## src/rtl/uart_pkg.sv

```systemverilog
// Shared UART types and baud arithmetic. The receiver and the transmitter both
// take their prescaler divisor from here.
package uart_pkg;

  typedef enum logic [2:0] {
    IDLE,
    START,
    DATA,
    STOP,
    WAIT_IDLE
  } rx_state_t;

  localparam int OVERSAMPLE_DEFAULT = 16;
  localparam int HALF_BIT           = OVERSAMPLE_DEFAULT / 2;

  // Rounded number of system clocks per oversample tick.
  function automatic int calc_div(input longint clk_freq, input longint baud,
                                  input longint oversample);
    longint den;
    den = baud * oversample;
    return int'((clk_freq + den / 2) / den);
  endfunction

  function automatic int half_bit(input int oversample);
    return oversample / 2;
  endfunction

endpackage

```

## src/rtl/uart_baud_tick.sv

```systemverilog
// Oversample prescaler: one-cycle tick every DIV clocks. A synchronous clear
// holds the count at zero so the tick phase can be aligned to a start edge.
module uart_baud_tick #(
  parameter int DIV = 27
) (
  input  logic clk,
  input  logic rst_n,
  input  logic i_clr,
  output logic o_tick
);

  localparam int            CW   = (DIV > 1) ? $clog2(DIV) : 1;
  localparam logic [CW-1:0] LAST = CW'(DIV - 1);

  logic [CW-1:0] r_cnt;

  assign o_tick = ~i_clr && (r_cnt == LAST);

  always_ff @(posedge clk or negedge rst_n) begin
    if (!rst_n) begin
      r_cnt <= '0;
    end else if (i_clr || (r_cnt == LAST)) begin
      r_cnt <= '0;
    end else begin
      r_cnt <= r_cnt + 1'b1;
    end
  end

endmodule

```

## src/rtl/uart_rx.sv

```systemverilog
// 8N1 UART receiver with 16x oversampling, a one-entry valid/ready holding
// register, and one-cycle framing-error and overrun pulses.
module uart_rx
  import uart_pkg::*;
#(
  parameter int CLK_FREQ    = 50000000,
  parameter int BAUD        = 115200,
  parameter int OVERSAMPLE  = 16,
  parameter int SYNC_STAGES = 2
) (
  input  logic       FPGA_CLK1_50,
  input  logic       reset_n,
  input  logic       RxD,
  output logic [7:0] rx_data,
  output logic       rx_valid,
  input  logic       rx_ready,
  output logic       framing_error,
  output logic       overrun,
  output logic       busy
);

  localparam int            DIV       = calc_div(longint'(CLK_FREQ), longint'(BAUD),
                                                 longint'(OVERSAMPLE));
  localparam int            CW        = $clog2(OVERSAMPLE);
  localparam logic [CW-1:0] OS_LAST   = CW'(OVERSAMPLE - 1);
  localparam logic [CW-1:0] HALF_LAST = CW'(half_bit(OVERSAMPLE) - 1);

  logic [SYNC_STAGES-1:0] r_sync;
  logic [SYNC_STAGES-1:0] r_fill;
  logic                   r_prev;
  logic                   w_rxd;
  logic                   w_start_edge;

  rx_state_t r_state;
  rx_state_t w_state_next;
  logic [CW-1:0] r_os_cnt;
  logic [CW-1:0] w_os_cnt_next;
  logic [2:0]    r_bit_idx;
  logic [2:0]    w_bit_idx_next;
  logic [7:0]    r_shift;
  logic [7:0]    w_shift_next;
  logic [7:0]    r_data;
  logic          r_valid;
  logic          r_fe;
  logic          r_ovr;
  logic          w_load;
  logic          w_fe_set;
  logic          w_ovr_set;
  logic          w_clr;
  logic          w_tick;

  assign w_rxd = r_sync[SYNC_STAGES-1];

  // r_fill marks when the synchronizer holds real line samples rather than its
  // reset value, so a line already low at reset release never looks like an edge.
  always_ff @(posedge FPGA_CLK1_50 or negedge reset_n) begin
    if (!reset_n) begin
      r_sync <= '1;
      r_fill <= '0;
      r_prev <= 1'b0;
    end else begin
      r_sync <= {r_sync[SYNC_STAGES-2:0], RxD};
      r_fill <= {r_fill[SYNC_STAGES-2:0], 1'b1};
      r_prev <= r_fill[SYNC_STAGES-1] & w_rxd;
    end
  end

  assign w_start_edge = r_prev & ~w_rxd;

  uart_baud_tick #(
    .DIV(DIV)
  ) u_baud_tick (
    .clk   (FPGA_CLK1_50),
    .rst_n (reset_n),
    .i_clr (w_clr),
    .o_tick(w_tick)
  );

  always_ff @(posedge FPGA_CLK1_50 or negedge reset_n) begin
    if (!reset_n) begin
      r_state   <= IDLE;
      r_os_cnt  <= '0;
      r_bit_idx <= '0;
      r_shift   <= '0;
      r_data    <= '0;
      r_valid   <= 1'b0;
      r_fe      <= 1'b0;
      r_ovr     <= 1'b0;
    end else begin
      r_state   <= w_state_next;
      r_os_cnt  <= w_os_cnt_next;
      r_bit_idx <= w_bit_idx_next;
      r_shift   <= w_shift_next;
      r_fe      <= w_fe_set;
      r_ovr     <= w_ovr_set;
      if (w_load) begin
        r_data  <= r_shift;
        r_valid <= 1'b1;
      end else if (r_valid && rx_ready) begin
        r_valid <= 1'b0;
      end
    end
  end

  always_comb begin
    w_state_next   = r_state;
    w_os_cnt_next  = r_os_cnt;
    w_bit_idx_next = r_bit_idx;
    w_shift_next   = r_shift;
    w_load         = 1'b0;
    w_fe_set       = 1'b0;
    w_ovr_set      = 1'b0;
    w_clr          = 1'b0;
    unique case (r_state)
      IDLE: begin
        w_clr         = 1'b1;
        w_os_cnt_next = '0;
        if (w_start_edge) begin
          w_state_next = START;
        end
      end
      START: begin
        if (w_tick) begin
          if (r_os_cnt == HALF_LAST) begin
            w_os_cnt_next = '0;
            if (!w_rxd) begin
              w_state_next   = DATA;
              w_bit_idx_next = '0;
            end else begin
              w_state_next = IDLE;
            end
          end else begin
            w_os_cnt_next = r_os_cnt + 1'b1;
          end
        end
      end
      DATA: begin
        if (w_tick) begin
          if (r_os_cnt == OS_LAST) begin
            w_os_cnt_next           = '0;
            w_shift_next[r_bit_idx] = w_rxd;
            if (r_bit_idx == 3'd7) begin
              w_state_next = STOP;
            end else begin
              w_bit_idx_next = r_bit_idx + 1'b1;
            end
          end else begin
            w_os_cnt_next = r_os_cnt + 1'b1;
          end
        end
      end
      STOP: begin
        if (w_tick) begin
          if (r_os_cnt == OS_LAST) begin
            w_os_cnt_next = '0;
            if (!w_rxd) begin
              w_fe_set     = 1'b1;
              w_state_next = WAIT_IDLE;
            end else if (r_valid && !rx_ready) begin
              // Holding register still owned by the consumer: keep the old byte.
              w_ovr_set    = 1'b1;
              w_state_next = IDLE;
            end else begin
              w_load       = 1'b1;
              w_state_next = IDLE;
            end
          end else begin
            w_os_cnt_next = r_os_cnt + 1'b1;
          end
        end
      end
      WAIT_IDLE: begin
        w_clr         = 1'b1;
        w_os_cnt_next = '0;
        if (w_rxd) begin
          w_state_next = IDLE;
        end
      end
      default: begin
        w_state_next = IDLE;
      end
    endcase
  end

  assign rx_data       = r_data;
  assign rx_valid      = r_valid;
  assign framing_error = r_fe;
  assign overrun       = r_ovr;
  assign busy          = (r_state != IDLE);

endmodule
```

## config.mk

```make
export PLATFORM = sky130hd
export DESIGN_NAME = uart_rx
export DESIGN_NICKNAME = d
export VERILOG_FILES = /design/src/rtl/uart_pkg.sv /design/src/rtl/uart_baud_tick.sv /design/src/rtl/uart_rx.sv
export SDC_FILE = /design/constraint.sdc
export NUM_CORES = 1
export LEC_CHECK = 0
export BUFFER_PORTS_ARGS = -buffer_cell sky130_fd_sc_hd__buf_2
export CORE_AREA = 5 5 67 69
export CTS_BUF_LIST = sky130_fd_sc_hd__clkbuf_2 sky130_fd_sc_hd__clkbuf_4 sky130_fd_sc_hd__clkbuf_8
export DETAILED_ROUTE_END_ITERATION = 10
export DIE_AREA = 0 0 72 74
export PLACE_DENSITY = 0.66
export SETUP_SLACK_MARGIN = 0.05
export SLEW_MARGIN = 10
export SYNTH_ARGS = -nofsm -noshare
export SYNTH_HDL_FRONTEND = slang
export SYNTH_SLANG_ARGS = --single-unit
```

## constraint.sdc

```tcl
create_clock -name FPGA_CLK1_50 -period 5.6 [get_ports FPGA_CLK1_50]
set_clock_uncertainty 0.15 [all_clocks]
set_input_delay 0.56 -clock FPGA_CLK1_50 [delete_from_list [all_inputs] [get_ports FPGA_CLK1_50]]
set_output_delay 0.56 -clock FPGA_CLK1_50 [all_outputs]
set_load 0.02 [all_outputs]
```

==> flow_summary.ini <==
[power]
p_leak_nw = 1.023
peakVddDrop_mv = 0.1782
power.density_nw_per_um2 = 306.2
total_power_w = 0.0006177

[sta]
fin_crit_ns = 2.398
finalHoldViolCount = 0
drv_slew = 0
rsz0062_at_grt = false
whs_ns = 0.1978
fmax_mhz = 416.9
slew_headroom = 0.4324
fin_tns_setup_ns = 0
setup_ws_ns = 3.202
worst_slew_pin_slew_ns = 0.8514
finalCritPeriodShare = 0.4283
setup_viol_count_final = 0

[logic_synthesis]
synthXorXnorAreaFrac = 0.02417
synth_edf_count = 0
ys_seq_elements = 39
syn-num-nets = 165
yosys_warnings = 0
avgSynthCellArea_um2 = 11.61
netlist_instances = 156
synth_cell_types = 42
synth_area_um2 = 1812
ys.flop_type = dfrtp_1
yosys.area_share.simple = 0.1802
muxShareOfSynthArea = 0.1119
synth_top_family_by_area = simple AND/OR/NAND/NOR gates
synth_compound_area_frac = 0.07735
synthAdderAreaFrac = 0.03453
ys_seq_area_frac = 0.5401
async_flop_share = 1.000

[worst_setup_path]
ff2ff_setup_slack_ns = 3.20
critPathLaunchType = flop
end_kind = flop
r2r_cells = 6
crit_type = flop to flop
reg2reg_to = r_shift[0]
critPathLaunch = u_baud_tick.r_cnt[0]
crit_arrival_ns = 2.43
crit_fanout = 12
cp.required_ns = 5.63
crit_end = r_shift[0]
r2r_start = u_baud_tick.r_cnt[0]

[cells_and_area]
nFillCells = 357
area_growth_pct = 11.33
final_core_util = 0.5230
nNetsFinal = 178
drive_gt1_frac = 0.2899
diodes = 0

[die]
die_area_um2 = 5328
die_y_um = 74
io_pins = 16
start_util = 0.4698
core_area_um2 = 3856
row_count = 23
die_w_um = 72

[routing]
finalWirelength_um = 3305
drt-initial-drc-count = 145
ant_nets = 0
top_layer_used = met4
drt-met1-wl_um = 1504
wl_per_cell_um = 15.09
drc_errors = 0
vias_per_cell = 5.521
dr_wl_met3_um = 119
drt-pass1-iter-count = 4
routed-wl-met2_um = 1660
num_vias = 1209

[global_route]
grt_usage = 0.1415
grt_pass1_vias = 1228
antenna_found_initial = 0
grt_max_degree = 40
grt_pass1_wl_um = 5809
overflow = 0

[cts]
cts.repair.resized = 0
clock_latency_ns = 0.29
clockBufferDepth = 2
clkSinkCount = 39
cts_tree = built
clockRootBuffer = clkbuf_8
cts_setup_buffers = 0
ctsHoldBuffers = 0
numCtsBuffers = 5
htree_levels = 2
clk_pin_slew_worst_paths_ns = 0.08

[min_path]
hp-class = flop to flop

[placement]
place_congestion = 0.8668
dp_hpwl_um = 2242
portBuffers = 15
post-place-ws_ns = 3.199

[flow_run]
drv_cap = 0

[status]
status = finished, final reports clean
[worst max-delay path: stages (launching register included)]
cell,delay [ns]
dfrtp_1,0.41
inv_1,0.07
ha_1,0.18
nand4b_4,0.21
or4_4,0.64
nor4_1,0.26
mux2_2,0.37
[cell usage in the layout (no fill, tap or decap), drive strengths merged, types with 3 or more instances in the layout]
cell | netlist | final
dfrtp | 37 | 37
mux2 | 18 | 18
nor2 | 17 | 17
buf | 4 | 15
nand2 | 10 | 10
clkbuf | 5 | 6
nand3 | 5 | 5
ha | 5 | 5
inv | 4 | 4
o21ai | 4 | 4
a21oi | 4 | 4
xor2 | 3 | 3
o41ai | 3 | 3
nand4 | 3 | 3
nand4b | 3 | 3
[how the worst min path moves through the flow]
stage | startpoint | endpoint | slack, ns | depth (start not counted)
final | r_fill[0] | r_fill[1] | 0.20 | 0
after global routing | r_sync[0] | r_sync[1] | 0.21 | 0
after CTS | r_fill[0] | r_fill[1] | 0.20 | 0
after detailed placement | r_fill[0] | r_fill[1] | 0.19 | 0
after global placement | r_fill[0] | r_fill[1] | 0.18 | 0
after floorplan | reset_n | framing_error | 0.11 | 0
[cells by family (layout without fill, tap and decap cells)]
group,after synthesis,after routing
DFF,39,39
buffers and inverters,13,26
xor gates and xnor gates,5,5
AOI/OAI and AO/OA,20,20
and+or+nand+nor,55,55
muxes,18,18
adders and majority gates,5,5
other,1,1
[flip-flops by register name (all words and copies together) (netlist names), 2 cells and up]
register / count
u_baud_tick.r_cnt: 5
r_bit_idx: 3
rx_data: 8
r_shift: 8
r_state: 3
r_fill: 2
r_sync: 2
r_os_cnt: 4
[routing by layer]
metal	global-route usage	vias up
li1	-	578
met1	0.1882	611
met2	0.2235	18
met3	0.03243	2
met4	0.06263	0
met5	0	-
[cells in the mapped netlist, types with 2 or more instances]
| library cell | instances | share of area |
|---|---|---|
| nand2_1 | 10 | 0.021 |
| clkbuf_1 | 5 | 0.010 |
| o21ai_0 | 4 | 0.011 |
| nor4_1 | 2 | 0.0069 |
| o211ai_1 | 2 | 0.0083 |
| a22o_1 | 2 | 0.0097 |
| mux2_2 | 17 | 0.11 |
| a21oi_1 | 4 | 0.011 |
| ha_1 | 5 | 0.035 |
| xnor2_1 | 2 | 0.0097 |
| nor4b_2 | 2 | 0.017 |
| nand4b_1 | 2 | 0.0097 |
| xor2_1 | 3 | 0.015 |
| nor2_1 | 17 | 0.035 |
| o41ai_1 | 3 | 0.015 |
| or3b_2 | 2 | 0.0097 |
| or3_1 | 2 | 0.0069 |
| inv_1 | 4 | 0.0083 |
| and3_1 | 2 | 0.0069 |
| nand3_1 | 5 | 0.014 |
| nand4_1 | 2 | 0.0069 |
| buf_1 | 2 | 0.0041 |
| dfrtp_1 | 37 | 0.51 |
| dfstp_2 | 2 | 0.029 |
[stage by stage]
step           instances  cell area [um2]
4_1_cts              219             2017
6_report             219             2017
2_1_floorplan        156             1812
5_1_grt              219             2017
3_5_place_dp         212             1911
3_3_place_gp         212             1911
[layout make-up]
type	instances	area [um2]	share of cell area
clock buffers	6	76.32	0.03784
clock inverters	1	30.03	0.01489
inverters	4	15.01	0.007444
multi-input cells	104	779.5	0.3865
flip-flops and latches	39	978.4	0.4851
well taps	50	62.56	0.03102
repair buffers	15	75.07	0.03722
[report_power, final]
group / switching (W) / internal, W
Sequential: 0.0000242 / 0.000301
Clock: 0.0000912 / 0.000135
Combinational: 0.0000365 / 0.0000296
No activity file was read; power rests on OpenSTA's default activity.
